$ cat src/rtl/qed_pkg.sv
// Shared encodings for the SQED instruction tracker: opcodes, funct fields,
// violation codes, FSM states and the register-partition rule.
package qed_pkg;

  localparam logic [6:0] OPC_OP     = 7'b0110011;
  localparam logic [6:0] OPC_OP_IMM = 7'b0010011;
  localparam logic [6:0] OPC_LOAD   = 7'b0000011;
  localparam logic [6:0] OPC_STORE  = 7'b0100011;
  localparam logic [6:0] OPC_NOP    = 7'b1111111;

  localparam logic [6:0] F7_BASE   = 7'b0000000;
  localparam logic [6:0] F7_ALT    = 7'b0100000;
  localparam logic [6:0] F7_MULDIV = 7'b0000001;

  localparam logic [2:0] F3_ADD_SUB = 3'b000;
  localparam logic [2:0] F3_SLL     = 3'b001;
  localparam logic [2:0] F3_WORD    = 3'b010;
  localparam logic [2:0] F3_SR      = 3'b101;

  typedef enum logic [2:0] {
    VC_NONE      = 3'd0,
    VC_ILLEGAL   = 3'd1,
    VC_PARTITION = 3'd2,
    VC_OVERFLOW  = 3'd3,
    VC_UNDERFLOW = 3'd4,
    VC_ORDER     = 3'd5,
    VC_MISMATCH  = 3'd6
  } viol_code_e;

  typedef enum logic [1:0] {S_ORIG, S_DUP, S_DONE, S_ERR} state_e;

  typedef enum logic [2:0] {FMT_NONE, FMT_R, FMT_I, FMT_LOAD, FMT_STORE, FMT_NOP} fmt_e;

  typedef struct packed {
    logic rd;
    logic rs1;
    logic rs2;
  } field_mask_t;

  // x0 is shared; any other register must sit in its stream's half of the file.
  function automatic logic field_ok(logic [4:0] f, logic dup, int unsigned num_regs);
    if (32'(f) >= num_regs) return 1'b0;
    if (f == 5'd0) return 1'b1;
    return dup ? (32'(f) >= num_regs / 2) : (32'(f) < num_regs / 2);
  endfunction

endpackage

$ cat src/rtl/qed_inst_tracker_if.sv
// Issue-port bundle between the formal harness and qed_inst_tracker.
interface qed_inst_tracker_if #(
  parameter int unsigned DEPTH = 16
) ();
  logic                           inst_valid;
  logic [31:0]                    instruction;
  logic                           exec_dup;
  logic                           legal;
  logic                           violation;
  logic [2:0]                     viol_code;
  logic                           qed_ready;
  logic [$clog2(DEPTH+1)-1:0]     occupancy;

  modport master (
    output inst_valid, instruction, exec_dup,
    input  legal, violation, viol_code, qed_ready, occupancy
  );

  modport slave (
    input  inst_valid, instruction, exec_dup,
    output legal, violation, viol_code, qed_ready, occupancy
  );
endinterface

$ cat src/rtl/qed_inst_decode.sv
// Combinational RV32 subset decoder: legality, format, used register fields and
// stream partition check. Build with QED_MULDIV_EN to admit MUL/MULH/MULHSU/MULHU.
module qed_inst_decode
  import qed_pkg::*;
#(
  parameter int unsigned NUM_REGS = 32
) (
  input  logic [31:0] instruction_i,
  input  logic        exec_dup_i,
  output logic        legal_o,
  output fmt_e        fmt_o,
  output field_mask_t mask_o,
  output logic        partition_ok_o
);

  logic [6:0] opcode, funct7;
  logic [2:0] funct3;
  logic [4:0] rd, rs1, rs2;
  logic       muldiv_ok;

  assign opcode = instruction_i[6:0];
  assign rd     = instruction_i[11:7];
  assign funct3 = instruction_i[14:12];
  assign rs1    = instruction_i[19:15];
  assign rs2    = instruction_i[24:20];
  assign funct7 = instruction_i[31:25];

`ifdef QED_MULDIV_EN
  assign muldiv_ok = (funct7 == F7_MULDIV) && !funct3[2];
`else
  assign muldiv_ok = 1'b0;
`endif

  // NOTE: every output of a combinational block gets a default first so no path infers a latch.
  always_comb begin
    legal_o = 1'b0;
    fmt_o   = FMT_NONE;
    case (opcode)
      OPC_OP: begin
        legal_o = (funct7 == F7_BASE) || muldiv_ok ||
                  ((funct7 == F7_ALT) && (funct3 == F3_ADD_SUB || funct3 == F3_SR));
        fmt_o   = FMT_R;
      end
      OPC_OP_IMM: begin
        case (funct3)
          F3_SLL:  legal_o = (funct7 == F7_BASE);
          F3_SR:   legal_o = (funct7 == F7_BASE) || (funct7 == F7_ALT);
          default: legal_o = 1'b1;
        endcase
        fmt_o = FMT_I;
      end
      OPC_LOAD: begin
        legal_o = (funct3 == F3_WORD) && (rs1 == 5'd0);
        fmt_o   = FMT_LOAD;
      end
      OPC_STORE: begin
        legal_o = (funct3 == F3_WORD) && (rs1 == 5'd0);
        fmt_o   = FMT_STORE;
      end
      OPC_NOP: begin
        legal_o = 1'b1;
        fmt_o   = FMT_NOP;
      end
      default: ;
    endcase
    if (!legal_o) fmt_o = FMT_NONE;
  end

  always_comb begin
    mask_o = '0;
    case (fmt_o)
      FMT_R:     mask_o = '{rd: 1'b1, rs1: 1'b1, rs2: 1'b1};
      FMT_I:     mask_o = '{rd: 1'b1, rs1: 1'b1, rs2: 1'b0};
      FMT_LOAD:  mask_o = '{rd: 1'b1, rs1: 1'b0, rs2: 1'b0};
      FMT_STORE: mask_o = '{rd: 1'b0, rs1: 1'b0, rs2: 1'b1};
      default:   mask_o = '0;
    endcase
  end

  assign partition_ok_o = (!mask_o.rd  || field_ok(rd,  exec_dup_i, NUM_REGS)) &&
                          (!mask_o.rs1 || field_ok(rs1, exec_dup_i, NUM_REGS)) &&
                          (!mask_o.rs2 || field_ok(rs2, exec_dup_i, NUM_REGS));

endmodule

$ cat src/rtl/qed_inst_tracker.sv
// SQED original/duplicate tracker: buffers originals, checks each duplicate replays
// its original in order. Optional MUL* support via QED_MULDIV_EN (see qed_inst_decode).
module qed_inst_tracker
  import qed_pkg::*;
#(
  parameter int unsigned NUM_REGS = 32,
  parameter int unsigned DEPTH    = 16
) (
  input logic               clk,
  input logic               rst,
  qed_inst_tracker_if.slave bus
);

  localparam int unsigned PTR_W = $clog2(DEPTH);
  localparam int unsigned CNT_W = $clog2(DEPTH + 1);
  localparam logic [4:0]  HALF  = 5'(NUM_REGS / 2);

  logic        legal, part_ok;
  fmt_e        fmt;
  field_mask_t mask;

  qed_inst_decode #(.NUM_REGS(NUM_REGS)) u_decode (
    .instruction_i  (bus.instruction),
    .exec_dup_i     (bus.exec_dup),
    .legal_o        (legal),
    .fmt_o          (fmt),
    .mask_o         (mask),
    .partition_ok_o (part_ok)
  );

  logic [31:0]      fifo_mem [DEPTH];
  logic [PTR_W-1:0] wr_ptr_q, wr_ptr_d, rd_ptr_q, rd_ptr_d;
  logic [CNT_W-1:0] count_q, count_d;
  state_e           state_q, state_d;
  viol_code_e       code_q, code_d, fault;
  logic             violation_q, violation_d, qed_ready_q, qed_ready_d;
  logic             push, pop;
  logic [31:0]      dup_image;

  // The FIFO holds the duplicate each original must be replayed as, so a pop is a plain compare.
  always_comb begin
    dup_image = bus.instruction;
    if (mask.rd  && bus.instruction[11:7]  != 5'd0) dup_image[11:7]  = bus.instruction[11:7]  + HALF;
    if (mask.rs1 && bus.instruction[19:15] != 5'd0) dup_image[19:15] = bus.instruction[19:15] + HALF;
    if (mask.rs2 && bus.instruction[24:20] != 5'd0) dup_image[24:20] = bus.instruction[24:20] + HALF;
  end

  always_comb begin
    state_d     = state_q;
    violation_d = violation_q;
    code_d      = code_q;
    qed_ready_d = qed_ready_q;
    push        = 1'b0;
    pop         = 1'b0;
    fault       = VC_NONE;
    if (bus.inst_valid && state_q != S_ERR) begin
      if (!legal)        fault = VC_ILLEGAL;
      else if (!part_ok) fault = VC_PARTITION;
      else if (fmt != FMT_NOP) begin
        if (!bus.exec_dup) begin
          if (state_q == S_DUP)               fault = VC_ORDER;
          else if (count_q == CNT_W'(DEPTH))  fault = VC_OVERFLOW;
          else begin
            push        = 1'b1;
            qed_ready_d = 1'b0;
            state_d     = S_ORIG;
          end
        end else if (count_q == '0) begin
          fault = VC_UNDERFLOW;
        end else begin
          pop = 1'b1;
          if (fifo_mem[rd_ptr_q] != bus.instruction) fault = VC_MISMATCH;
          else if (count_q == CNT_W'(1)) begin
            state_d     = S_DONE;
            qed_ready_d = 1'b1;
          end else begin
            state_d = S_DUP;
          end
        end
      end
      if (fault != VC_NONE) begin
        violation_d = 1'b1;
        code_d      = fault;
        state_d     = S_ERR;
      end
    end
    wr_ptr_d = push ? wr_ptr_q + 1'b1 : wr_ptr_q;
    rd_ptr_d = pop  ? rd_ptr_q + 1'b1 : rd_ptr_q;
    count_d  = count_q + CNT_W'(push) - CNT_W'(pop);
  end

  // NOTE: sequential state uses non-blocking assignments; reset is synchronous, sampled on the edge.
  always_ff @(posedge clk) begin
    if (rst) begin
      state_q     <= S_ORIG;
      wr_ptr_q    <= '0;
      rd_ptr_q    <= '0;
      count_q     <= '0;
      violation_q <= 1'b0;
      code_q      <= VC_NONE;
      qed_ready_q <= 1'b0;
    end else begin
      state_q     <= state_d;
      wr_ptr_q    <= wr_ptr_d;
      rd_ptr_q    <= rd_ptr_d;
      count_q     <= count_d;
      violation_q <= violation_d;
      code_q      <= code_d;
      qed_ready_q <= qed_ready_d;
    end
  end

  // NOTE: storage is not reset; count_q gates every read, so stale entries are never observed.
  always_ff @(posedge clk) begin
    if (push) fifo_mem[wr_ptr_q] <= dup_image;
  end

  assign bus.legal     = legal;
  assign bus.violation = violation_q;
  assign bus.viol_code = code_q;
  assign bus.qed_ready = qed_ready_q;
  assign bus.occupancy = count_q;

endmodule
$ cat src/flat_wrapper.sv
// flat-port wrapper written by rule: the top's interface ports become plain ports
module qed_inst_tracker_flat import qed_pkg::*;
#(
  parameter int unsigned NUM_REGS = 32,
  parameter int unsigned DEPTH    = 16
)
  (clk, rst, bus_inst_valid, bus_instruction, bus_exec_dup, bus_legal, bus_violation, bus_viol_code, bus_qed_ready, bus_occupancy);
  qed_inst_tracker_if #(.DEPTH(DEPTH)) bus_i ();
  input logic clk;
  input logic rst;
  input wire logic [$bits(bus_i.inst_valid)-1:0] bus_inst_valid;
  input wire logic [$bits(bus_i.instruction)-1:0] bus_instruction;
  input wire logic [$bits(bus_i.exec_dup)-1:0] bus_exec_dup;
  output wire logic [$bits(bus_i.legal)-1:0] bus_legal;
  output wire logic [$bits(bus_i.violation)-1:0] bus_violation;
  output wire logic [$bits(bus_i.viol_code)-1:0] bus_viol_code;
  output wire logic [$bits(bus_i.qed_ready)-1:0] bus_qed_ready;
  output wire logic [$bits(bus_i.occupancy)-1:0] bus_occupancy;
  assign bus_i.inst_valid = bus_inst_valid;
  assign bus_i.instruction = bus_instruction;
  assign bus_i.exec_dup = bus_exec_dup;
  assign bus_legal = bus_i.legal;
  assign bus_violation = bus_i.violation;
  assign bus_viol_code = bus_i.viol_code;
  assign bus_qed_ready = bus_i.qed_ready;
  assign bus_occupancy = bus_i.occupancy;
  qed_inst_tracker #(.NUM_REGS(NUM_REGS), .DEPTH(DEPTH)) u_core (.clk(clk), .rst(rst), .bus(bus_i));
endmodule
$ cat config.mk
export PLATFORM = sky130hd
export DESIGN_NAME = qed_inst_tracker_flat
export DESIGN_NICKNAME = d
export VERILOG_FILES = /design/src/rtl/qed_pkg.sv /design/src/rtl/qed_inst_tracker_if.sv /design/src/rtl/qed_inst_decode.sv /design/src/rtl/qed_inst_tracker.sv /design/src/flat_wrapper.sv
export SDC_FILE = /design/constraint.sdc
export NUM_CORES = 1
export LEC_CHECK = 0
export CELL_PAD_IN_SITES_DETAIL_PLACEMENT = 1
export CELL_PAD_IN_SITES_GLOBAL_PLACEMENT = 1
export CORE_MARGIN = 3
export CORE_UTILIZATION = 49
export DETAILED_ROUTE_END_ITERATION = 10
export MAX_ROUTING_LAYER = met4
export PLACE_DENSITY = 0.74
export SLEW_MARGIN = 20
export SYNTH_ARGS = -nofsm -noshare
export SYNTH_HDL_FRONTEND = slang
export SYNTH_HIERARCHICAL = 1
export SYNTH_SLANG_ARGS = --single-unit
$ cat constraint.sdc
create_clock -name clk -period 6.2 [get_ports clk]
set_input_delay 1.24 -clock clk [delete_from_list [all_inputs] [get_ports clk]]
set_output_delay 1.24 -clock clk [all_outputs]
set_load 0.02 [all_outputs]
==> results.md, run 1 <==
* Drt pass-1 iters at 6
* Initial Utilization at 50.1%
* Hold buffers post-CTS at 0
* Worst reg2reg path depth at 9
* Sequential fraction of the synthesis area at 72.7%
* Arrival @ worst endpoint at 6.01 ns
* Syn nets at 1,151
* Hold path depth at 2
* Sum of buffers and inverters on the critical path at 5
* F_max at 0.182 GHz
* Relative slew slack at 42.1%
* CP max stage delay at 0.64 ns
* Pin count of the biggest net entering global routing at 52
* Commonest non-fill, non-tap cell in the layout: edfxtp_1
* Critical path depth at 20
* Final Hold Vio Count at 0
* Hold Path Class: reg -> reg
* Critical path endpoint: u_core/bus.occupancy[4]$_SDFF_PP0_
* Nets at 1,274
* CTS tree: built
* Routed length per instance at 29.4 um
* RR Endpoint: u_core/state_q[1]$_SDFFE_PP0P_
* Family with the most delay on the worst path: simple AND/OR/NAND/NOR gates
* CTS H-tree depth at 2
* Max-cap violations at 0
* Hold Slack at 0.451 ns
* Post-cts gate resize count at 0
* Avg Inst Size Synth at 19.8 um^2
* Dpl ws at 0.121 ns
* Dpl cells at 1,755
* VDD IR max at 0.195 mV
* Layout Cells excl Fill at 1,856
* Skew-Pair Late Insertion Delay at 0.61 ns
* Reg area at 0.0159 mm^2
* Worst path slowest cell: clkdlybuf4s50_1
* Vias in the first global route at 12,200
* Synth Instances at 1,103
* Final setup vio count at 0
* Clock network fraction of total power at 42.9%
* Number of synthesized flops with an enable pin at 512
* Met2 Use GR at 38.8%
* CP startpoint: bus_instruction[27]
* Synth async-reset ratio at 0%
* Total Routing Usage GR at 24.6%
* Setup slack, reg-to-reg at 1.87 ns
* Share of post-route cells with drive strength above 1 at 22.7%
* Crit-path most repeated cell: inv_1
* Least-Margin Pin Slew at 0.861 ns
* Cts bufs inserted at 54
* Leak at 7.60 nW
* Worst Setup End Kind: flip-flop
* # IOs at 47
* Area Overhead vs Synth at 15.1%
* Status: finished, final reports clean
* Detailed placement HPWL at 32,200 um
* Remaining Overflow, GRT at 0
* Switching Fraction at 20.3%
* Die height at 217 um
* Die area at 0.0471 mm^2
* Most frequent cells in the layout: edfxtp_1 (512), mux4_2 (115), mux2i_1 (88), buf_4 (63), clkbuf_16 (54)
* RSZ-0062 raised after global routing: no
* Flop and latch count out of synthesis at 536
* Internal Power at 5.80 mW
* Mapped Area at 0.0218 mm^2
* Layer with the highest usage: met2
* Die W at 217 um
* Tmin final at 5.51 ns
* Sequential power share at 54.5%
* Worst Setup Path Type: in -> reg
* Clk buf depth at 3
* Initial detailed-routing violation count at 939
* # Post-CTS Setup Buffers at 0
* GRT met1 Usage at 33.7%
* GR Layer Usage met3 at 4.13%
* CTS sink cnt at 536
* Routed WL at 54,600 um
* Initial antenna violation count at 0
* Logic pwr share at 2.6%
* Worst path cell trace: clkdlybuf4s50_1 -> nor4_2 -> a311o_1 -> nand2_1 -> and2_1 -> a211oi_1 -> nand3b_1 -> nand4_1 -> nor4_2 -> inv_1 -> ha_1 -> inv_1 -> ha_1 -> inv_1 -> fa_1 -> inv_1 -> a21oi_1 -> nor2_1 -> or3_1 -> a21oi_1
* Area of the multi-input gates at 0.00565 mm^2
* Final WS setup at 0.692 ns
* Root Driver: clkbuf_16
* Vias at 11,300
* First-pass GRT wire length at 81,500 um
* Final-layout fill cell count at 3,804
* Unique masters post-synth at 62
* Max-slew violations at 0
* P_sw at 1.48 mW
* Std cell rows at 76
* Clock skew at 0.0191 ns
* Critical Path Fanout Max at 8
* Prevailing post-synth register cell: edfxtp_1
* Clock transition at path regs at 0.06 ns
* CP Launch Type: input port
* Post-route ant nets at 0
* Antenna diode count at 0
* Worst EP required at 6.70 ns
* YS warnings at 6
* Power per cell area at 290 mW/mm^2
* Final Wtd Congestion at 0.809
* Final period utilization at 88.8%
* Drt drc at 0
* Post-DR vias/cell at 6.07
* Core box area at 0.0436 mm^2
* Setup TNS at 0 ns
* Port Buffer Count at 46
[how the worst min path moves through the flow]
stage,from,to,slack (ns)
finish,u_core/bus.violation$_SDFFE_PP0P_,u_core/bus.violation$_SDFFE_PP0P_,0.45
global route,u_core/bus.violation$_SDFFE_PP0P_,u_core/bus.violation$_SDFFE_PP0P_,0.48
CTS,u_core/bus.violation$_SDFFE_PP0P_,u_core/bus.violation$_SDFFE_PP0P_,0.46
detailed placement,u_core/bus.violation$_SDFFE_PP0P_,u_core/bus.violation$_SDFFE_PP0P_,0.45
global placement,u_core/bus.violation$_SDFFE_PP0P_,u_core/bus.violation$_SDFFE_PP0P_,0.44
floorplan,u_core/rd_ptr_q[3]$_SDFFE_PP0P_,flip-flop,0.48
[cell type report]
| class | instances | share of cell area (%) |
|---|---|---|
| well taps | 585 | 2.92 |
| inverters | 23 | 0.344 |
| repair buffers | 117 | 4.36 |
| flip-flops and latches | 536 | 63.2 |
| multi-input cells | 494 | 22.5 |
| clock buffers | 67 | 5.58 |
| clock inverters | 34 | 1.10 |
[power by group through the flow]
stage	clock, mW	sequential [mW]	combinational [mW]
6_report	3.12	3.97	0.188
5_1_grt	3.34	3.96	0.203
4_1_cts	3.18	3.97	0.187
3_5_place_dp	0	4.04	0.186
3_3_place_gp	0	4.04	0.178
2_1_floorplan	0	4.05	0.0515
[state kept, by name, summed over array words and instances, names as in the netlist, named ones only]
register	cells
u_core/rd_ptr_q	4
u_core/bus.viol_code	3
u_core/bus.qed_ready	1
u_core/state_q	2
u_core/wr_ptr_q	4
u_core/bus.occupancy	5
u_core/bus.violation	1
u_core/fifo_mem	512
[layer usage]
layer / share of wire (%) / wire [um]
met1: 42 / 22700
met2: 50 / 27100
met3: 6.3 / 3430
met4: 2.7 / 1450
met5: 0 / 0
[worst reg2reg max path, cell delays in order (launching register included)]
cell and delay (ns):
dfxtp_4 0.83, buf_4 0.69, mux4_2 0.43, mux2i_1 0.18, xor2_1 0.36, o2111ai_1 0.17
a2111oi_2 0.44, nand4_2 0.39, a22oi_2 0.50, o221ai_1 0.18
[cells by family after synthesis]
family          count (synthesis)  share of synthesized area, %
compound gates                 75                          2.59
xor+xnor                       69                          2.77
fa+ha+maj                      12                         0.723
buf+inv                        73                          2.09
flops                         536                          72.7
mux                           204                          16.0
simple gates                  134                          3.20
[metrics by stage]
stage               util [%]  area, um^2  power, mW
finish                  57.6       25100       7.27
global route            57.6       25100       7.50
CTS                     57.6       25100       7.33
detailed placement      53.8       23400       4.23
global placement        53.8       23400       4.22
floorplan                  -       21800       4.10
[synthesized netlist by cell type (3+ instances only)]
cell type | instances | share of area, %
a41oi_1 | 3 | 0.12
a21o_1 | 3 | 0.10
nor3_1 | 10 | 0.23
nor2_1 | 43 | 0.74
nor4_1 | 5 | 0.14
a211oi_1 | 3 | 0.10
o21ai_0 | 10 | 0.23
dfxtp_1 | 24 | 2.2
nor4_2 | 5 | 0.29
clkbuf_1 | 9 | 0.15
inv_1 | 23 | 0.40
o21a_1 | 5 | 0.17
nand4_1 | 7 | 0.20
or4_1 | 4 | 0.14
a22oi_1 | 4 | 0.14
nor2b_1 | 6 | 0.17
ha_1 | 11 | 0.63
buf_1 | 4 | 0.069
buf_2 | 11 | 0.25
nand3_1 | 13 | 0.30
buf_6 | 16 | 0.83
xnor2_1 | 49 | 2.0
nand2_1 | 21 | 0.36
xor2_1 | 20 | 0.80
buf_4 | 8 | 0.28
mux2i_1 | 88 | 4.0
edfxtp_1 | 512 | 70
a21oi_1 | 14 | 0.32
mux4_2 | 115 | 12
a221oi_1 | 5 | 0.20
and2_1 | 3 | 0.086
nand2b_1 | 7 | 0.20
a31oi_1 | 3 | 0.086
a22o_1 | 5 | 0.20
Note: power is estimated with default switching activity, not from simulation.
==> run 2: changes to the inputs <==
- CORE_UTILIZATION: 49 -> 50
- DONT_BUFFER_PORTS: not set -> 1
- PLACE_DENSITY: 0.74 -> not set
- PLACE_DENSITY_LB_ADDON: not set -> 0.1
==> results.md, run 2 (synthesis gave the netlist of run 1 again) <==
* Switching Fraction at 19.3%
* P_sw at 1.38 mW
* Vias at 10,500
* Critical Path Fanout Max at 19
* Antenna diode count at 0
* Initial Utilization at 51.3%
* Internal Power at 5.77 mW
* Std cell rows at 75
* Die area at 0.0462 mm^2
* Initial detailed-routing violation count at 962
* Logic pwr share at 1.0%
* VDD IR max at 0.252 mV
* CTS sink cnt at 536
* Leak at 7.26 nW
* Tmin final at 4.74 ns
* Reg area at 0.0159 mm^2
* Drt pass-1 iters at 5
* Detailed placement HPWL at 28,900 um
* Hold buffers post-CTS at 0
* CTS H-tree depth at 2
* Max-cap violations at 0
* Relative slew slack at 46.8%
* Cts bufs inserted at 55
* Pin count of the biggest net entering global routing at 45
* Final period utilization at 76.5%
* Clock skew at 0.0182 ns
* RSZ-0062 raised after global routing: no
* Post-DR vias/cell at 5.95
* Status: finished, final reports clean
* Setup TNS at 0 ns
* Drt drc at 0
* # Post-CTS Setup Buffers at 0
* Initial antenna violation count at 0
* Worst Setup End Kind: flip-flop
* Nets at 1,196
* Worst Setup Path Type: in -> reg
* Area of the multi-input gates at 0.00564 mm^2
* Worst EP required at 6.73 ns
* Commonest non-fill, non-tap cell in the layout: edfxtp_1
* Clock network fraction of total power at 43.5%
* Max reg flops at 512
* Remaining Overflow, GRT at 0
* Max-slew violations at 0
* Root Driver: clkbuf_16
* Power per cell area at 293 mW/mm^2
* Clock transition at path regs at 0.06 ns
* # IOs at 47
* Sequential power share at 55.5%
* Total Routing Usage GR at 22.8%
* Die W at 215 um
* Final setup vio count at 0
* Area Overhead vs Synth at 11.8%
* Hold Path Class: reg -> reg
* CP Launch Type: input port
* Die height at 215 um
* First-pass GRT wire length at 75,200 um
* Post-route ant nets at 0
* Skew-Pair Late Insertion Delay at 0.60 ns
* Least-Margin Pin Slew at 0.798 ns
* Hold Slack at 0.526 ns
* Largest reg by FF count: u_core/fifo_mem
* F_max at 0.211 GHz
* Vias in the first global route at 11,300
* Overall power at 7.15 mW
* Final Wtd Congestion at 0.780
* Core box area at 0.0425 mm^2
* Arrival @ worst endpoint at 5.27 ns
* Port Buffer Count at 0
* Most frequent cells in the layout: edfxtp_1 (512), mux4_2 (115), mux2i_1 (88), clkbuf_16 (56), xnor2_1 (49)
* Final Hold Vio Count at 0
* Routed WL at 50,000 um
* Routed length per instance at 28.3 um
* Final-layout fill cell count at 3,650
* Post-cts gate resize count at 0
* Share of post-route cells with drive strength above 1 at 21.6%
* CTS tree: built
* Clk buf depth at 3
## run 2: changes by cell type in the layout (fill, tap and decap cells not counted), sizes merged
cell / change
bufinv: -1
clkinvlp: +2
clkdlybuf4s50: -46
clkinv: -4
buf: -33
inv: -1
clkbuf: +1
## run 2: worst paths after layout
path,startpoint,end,slack (ns),cells past startpoint
max,bus_instruction[16],u_core/bus.occupancy[4]$_SDFF_PP0_,1.46,18
min,u_core/rd_ptr_q[3]$_SDFFE_PP0P_,flip-flop,0.53,2
max reg2reg,flip-flop,u_core/state_q[1]$_SDFFE_PP0P_,1.94,10
min reg2reg,u_core/rd_ptr_q[3]$_SDFFE_PP0P_,flip-flop,0.53,2
## run 2: per-stage QoR
stage | cells | area (um^2) | setup slack (ns) | utilization (%)
2_1_floorplan | 1103 | 21800 | 0.610 | -
3_3_place_gp | 1668 | 22700 | 0.948 | 53.4
5_1_grt | 1766 | 24400 | 1.21 | 57.4
3_5_place_dp | 1668 | 22700 | 0.832 | 53.4
4_1_cts | 1766 | 24400 | 1.46 | 57.4
6_report | 1766 | 24400 | 1.46 | 57.4
## run 2: layout make-up
cell class                      instances  area share, %
Sequential cell                       536           65.1
Multi-Input combinational cell        494           23.1
Clock buffer                           68           5.93
Tap cell                              577           2.96
Timing Repair Buffer                   38           1.53
Clock inverter                         30          0.990
Inverter                               23          0.354
## run 2: power by group through the flow
stage	sequential, mW	clock, mW	combinational (mW)
2_1_floorplan	4.05	0	0.0515
3_3_place_gp	4.05	0	0.0680
3_5_place_dp	4.05	0	0.0686
4_1_cts	3.97	3.18	0.0692
5_1_grt	3.97	3.34	0.0751
6_report	3.97	3.11	0.0693
## run 2: critical path, stage by stage
cell and delay [ns]:
nor4_1 0.53, nand3_1 0.15, o21a_1 0.15, or2_0 0.31, nand2_1 0.44, nand4_1 0.43
nor4_2 0.42, inv_1 0.08, ha_1 0.28, inv_1 0.04, ha_1 0.19, inv_1 0.08
fa_1 0.20, inv_1 0.05, a21oi_1 0.14, nor2_1 0.06, or3_1 0.34, a21oi_1 0.14
## run 2: routing by layer
metal	wire, um	vias up	global-route usage (%)
met5	0	-	-
met4	1220	0	6.48
met3	2320	80	3.71
met2	23900	227	35.5
met1	22500	5627	31.6
li1	-	4572	-
